<file path="config.mk">
export PLATFORM = sky130hd
export DESIGN_NAME = ball_bounce_ctrl
export DESIGN_NICKNAME = d
export VERILOG_FILES = /design/src/rtl/ball_bounce_ctrl.sv
export SDC_FILE = /design/constraint.sdc
export NUM_CORES = 1
export LEC_CHECK = 0
export ABC_AREA = 0
export ABC_CLOCK_PERIOD_IN_PS = 6450
export BUFFER_PORTS_ARGS = -buffer_cell sky130_fd_sc_hd__buf_2
export CORE_UTILIZATION = 40
export CTS_CLUSTER_DIAMETER = 60
export CTS_CLUSTER_SIZE = 12
export DETAILED_ROUTE_END_ITERATION = 8
export PLACE_DENSITY = 0.66
export SETUP_SLACK_MARGIN = 0.2
export SKIP_LAST_GASP = 1
export SYNTH_ARGS = -nofsm -noshare
export SYNTH_HDL_FRONTEND = slang
export SYNTH_SLANG_ARGS = --single-unit
</file>
<file path="constraint.sdc">
create_clock -name clk -period 6.45 [get_ports clk]
set_clock_uncertainty 0.15 [all_clocks]
set_input_delay 1.29 -clock clk [delete_from_list [all_inputs] [get_ports clk]]
set_output_delay 1.29 -clock clk [all_outputs]
set_load 0.05 [all_outputs]
</file>
<file path="src/rtl/ball_bounce_ctrl.sv">
// Ball position/direction controller: paces motion with a frame-delay timer and
// runs an erase-then-redraw pass through the 2x2 ball drawer for each move step.
module ball_bounce_ctrl #(
  parameter int X_MAX       = 318,
  parameter int Y_MAX       = 238,
  parameter int X_INIT      = 160,
  parameter int Y_INIT      = 120,
  parameter int WAIT_CYCLES = 1000000
) (
  input  logic       clk,
  input  logic       reset,
  input  logic       run,
  input  logic [2:0] ball_color,
  output logic       drawer_start,
  input  logic       drawer_done,
  output logic [8:0] ball_x,
  output logic [7:0] ball_y,
  output logic [2:0] pixel_color
);

  // state   | meaning
  // S_INIT  | first draw of the ball at the reset position
  // S_WAIT  | frame delay between move steps
  // S_ERASE | redraw old position in black
  // S_MOVE  | single cycle: step position, bounce at edges
  // S_DRAW  | draw ball at the new position

  localparam int TW = (WAIT_CYCLES > 2) ? $clog2(WAIT_CYCLES) : 1;
  localparam logic [TW-1:0] TIMER_LAST = TW'(WAIT_CYCLES - 1);
  localparam logic [8:0]    X_LIM      = 9'(X_MAX);
  localparam logic [7:0]    Y_LIM      = 8'(Y_MAX);

  typedef enum logic [2:0] {
    S_INIT,
    S_WAIT,
    S_ERASE,
    S_MOVE,
    S_DRAW
  } state_t;

  state_t        state_q, state_d;
  logic [TW-1:0] timer_q, timer_d;
  logic [8:0]    x_q, x_d;
  logic [7:0]    y_q, y_d;
  logic          dir_x_q, dir_x_d;
  logic          dir_y_q, dir_y_d;
  logic          start_q, start_d;
  logic [2:0]    pix_q, pix_d;

  always_comb begin
    state_d = state_q;
    timer_d = timer_q;
    x_d     = x_q;
    y_d     = y_q;
    dir_x_d = dir_x_q;
    dir_y_d = dir_y_q;

    unique case (state_q)
      S_INIT: begin
        if (drawer_done) state_d = S_WAIT;
      end
      S_WAIT: begin
        if (timer_q == TIMER_LAST) begin
          timer_d = '0;
          if (run) state_d = S_ERASE;
        end else begin
          timer_d = timer_q + 1'b1;
        end
      end
      S_ERASE: begin
        if (drawer_done) state_d = S_MOVE;
      end
      S_MOVE: begin
        if (dir_x_q) begin
          if (x_q == X_LIM) begin
            dir_x_d = 1'b0;
            x_d     = x_q - 9'd1;
          end else begin
            x_d = x_q + 9'd1;
          end
        end else if (x_q == 9'd0) begin
          dir_x_d = 1'b1;
          x_d     = 9'd1;
        end else begin
          x_d = x_q - 9'd1;
        end

        if (dir_y_q) begin
          if (y_q == Y_LIM) begin
            dir_y_d = 1'b0;
            y_d     = y_q - 8'd1;
          end else begin
            y_d = y_q + 8'd1;
          end
        end else if (y_q == 8'd0) begin
          dir_y_d = 1'b1;
          y_d     = 8'd1;
        end else begin
          y_d = y_q - 8'd1;
        end
        state_d = S_DRAW;
      end
      S_DRAW: begin
        if (drawer_done) state_d = S_WAIT;
      end
      default: state_d = S_INIT;
    endcase

    // Outputs are registered from the next state so start drops on the edge that sees done.
    start_d = (state_d == S_INIT) || (state_d == S_ERASE) || (state_d == S_DRAW);
    pix_d   = ((state_d == S_INIT) || (state_d == S_DRAW)) ? ball_color : 3'b000;
  end

  always_ff @(posedge clk or posedge reset) begin
    if (reset) begin
      state_q <= S_INIT;
      timer_q <= '0;
      x_q     <= 9'(X_INIT);
      y_q     <= 8'(Y_INIT);
      dir_x_q <= 1'b1;
      dir_y_q <= 1'b1;
      start_q <= 1'b0;
      pix_q   <= 3'b000;
    end else begin
      state_q <= state_d;
      timer_q <= timer_d;
      x_q     <= x_d;
      y_q     <= y_d;
      dir_x_q <= dir_x_d;
      dir_y_q <= dir_y_d;
      start_q <= start_d;
      pix_q   <= pix_d;
    end
  end

  assign drawer_start = start_q;
  assign ball_x       = x_q;
  assign ball_y       = y_q;
  assign pixel_color  = pix_q;

endmodule

</file>
==> flow_summary.toml <==
[worst_setup_path]
setup.worst_path.start_class = "flop"
path_cells = "buf_2"
worstReg2RegStart = "state_q[2]$_DFF_PP0_"
arrival_ns = 1.24
worst-path-buf-inv = 1
crit_path_start = "ball_y[6]$_DFFE_PP1N_"
crit_slowest_cell = "dfstp_2"
critPathMaxStageDelay_ns = 0.64
cp_max_fo = 11
required_ns = 5.01
cp-end-kind = "output port"
crit_type = "reg2out"
critPathTopFamily = "flip-flops"

[synthesis]
synth.top_cells.by_count = "dfrtp_1, nor2_1, nand2_1"
synth_area_leader_cell = "dfrtp_1"
yosysSeqAreaShare_pct = 40.88
synth_edf_count = 0
syn_area_um2 = 2840
avgSynthCellArea_um2 = 9.436
synthArstFlopShare_pct = 100.0
synth_nets = 316
ys_seq_elements = 46
yosys-top-cells-area = "dfrtp_1, dfstp_2, mux2_2"
yosys.area.top_type_share_pct = 33.48
yosys_warnings = 0
ys_types = 58
synthMostInstantiatedCell = "dfrtp_1"
syn_inst = 301
synth_ff_type = "dfrtp_1"

[power]
power.density_nw_per_um2 = 197.0
p_leak_nw = 1.434
vdd_drop_max_uv = 99.71

[drt]
routed_via_density = 5.506
drc = 0
drtAntennaViolNets = 0
routedWlPerCell_um = 13.81
initialDrtViolationCount = 107
routed_wl_um = 5757
detail_route.first_pass.iterations = 4
vias = 2296

[clock_tree]
cts_root_buf = "clkbuf_8"
clock-sinks = 46
hold_buffers = 0
clock_path_buffers = 2
cts_tree = "done"
worstSkewPairLatency_ns = 0.31
post_cts_buffers = 0
cts_htree_levels = 2
clk_pin_slew_worst_paths_ns = 0.09
cts_resized = 0
numCtsBuffers = 5

[finish]
syn_to_final_growth_pct = 9.515
final_cell_count_no_fill = 417
final_nets = 335
drive_above_1_share_pct = 19.63
diodes = 0

[floorplan]
fp.dieW_um = 86.27
dieArea_um2 = 7442
die_h_um = 86.27
row_count = 30
core_um2 = 6832
initial_core_util_pct = 41.58
ios = 28

[placement]
dp.cells = 409
post-place-ws_ns = 3.954
globalplace.congestion = 0.8608
dp_hpwl_um = 3923
numPortBuffers = 27

[min_path]
worstHoldStart = "timer_q[4]$_DFFE_PP0P_"
hold_path_class = "reg2reg"

[sta]
setup_ws_ns = 3.768
tightest_slew_ns = 0.9676
fmax_mhz = 372.8
slew_viol_final = 0
rsz0062_at_grt = "no"
post-route-min-period_ns = 2.682
maxSlewHeadroom_pct = 35.40
finalSetupTns_ns = 0
hold_violations = 0
period_share_pct = 41.59
setup-violations-final = 0

[global_route]
grt_overflow = 0
track_usage_pct = 16.55
first_global_vias = 2047
antenna_found_initial = 0
grt_first_pass_wirelength_um = 9735
grt_max_degree = 47

[status]
status = "completed"

[job]
drv_cap = 0
## where the power goes
group / internal [mW] / switching, mW / leakage, nW / total [mW]
sequential: 0.315 / 0.0290 / 0.594 / 0.344
clock: 0.0763 / 0.105 / 0.0441 / 0.181
combinational: 0.0370 / 0.0506 / 0.795 / 0.0876
total: 0.428 / 0.185 / 1.43 / 0.613
## worst paths after layout
kind,end,slack (ns),cells after the start
hold / removal,timer_q[4]$_DFFE_PP0P_,0.32,1
setup reg to reg,ball_y[6]$_DFFE_PP1N_,3.93,4
max in group asynchronous,ball_x[0]$_DFFE_PP0N_,4.50,2
setup / recovery,ball_y[6],3.77,1
min in group asynchronous,timer_q[12]$_DFFE_PP0P_,1.05,2
hold reg to reg,timer_q[4]$_DFFE_PP0P_,0.32,1
## layout make-up
| class | count | area, µm² |
|---|---|---|
| clock inverter | 3 | 21.27 |
| multi-input combinational | 227 | 1555 |
| timing repair buffer | 27 | 135.1 |
| inverter | 13 | 48.80 |
| clock buffer | 5 | 68.82 |
| sequential | 46 | 1161 |
| fill | 679 | 3721 |
| tap | 96 | 120.1 |
## per-layer routing
layer,GRT usage (%),routed length [µm],vias to the layer above
met2,26.70,2668,39
met1,22.05,2774,1107
met4,6.364,96,0
met3,3.143,217,10
li1,-,-,1140
met5,0,0,-
## kinds of logic after synthesis
kind of cell,count (synthesis),share of synthesized area (%)
AND/OR/NAND/NOR,132,27.45
AO/OA/AOI/OAI,58,13.61
buffers and inverters,28,4.361
XOR/XNOR,11,3.392
adder cells (fa/ha/maj),8,3.524
flip-flops,46,40.88
multiplexers,18,6.784
## registers in the layout (all words and copies together), names as in the netlist
register      cells
timer_q          20
ball_x            9
ball_y            8
pixel_color       3
state_q           3
dir_x_q           1
dir_y_q           1
drawer_start      1
## stage by stage
step | util (%) | power [mW] | instance area [µm²] | hold WS [ns]
floorplan | - | 0.4148 | 2840 | 0.2888
global placement | 44.21 | 0.4331 | 3020 | 0.3090
detailed placement | 44.21 | 0.4372 | 3020 | 0.3151
CTS | 45.53 | 0.6215 | 3110 | 0.3306
global route | 45.53 | 0.6506 | 3110 | 0.3617
finish | 45.53 | 0.6128 | 3110 | 0.3250
## placed cells by master (no fill, tap or decap), drive strengths merged, types with 10 or more instances in the layout
cell type	synthesis	routed
buf	5	27
dfrtp	38	38
inv	13	13
mux2	10	10
nand2	21	21
nand3	14	14
nand4	10	10
nor2	27	27
o21ai	16	16
Power figures use the tool's default switching activity.
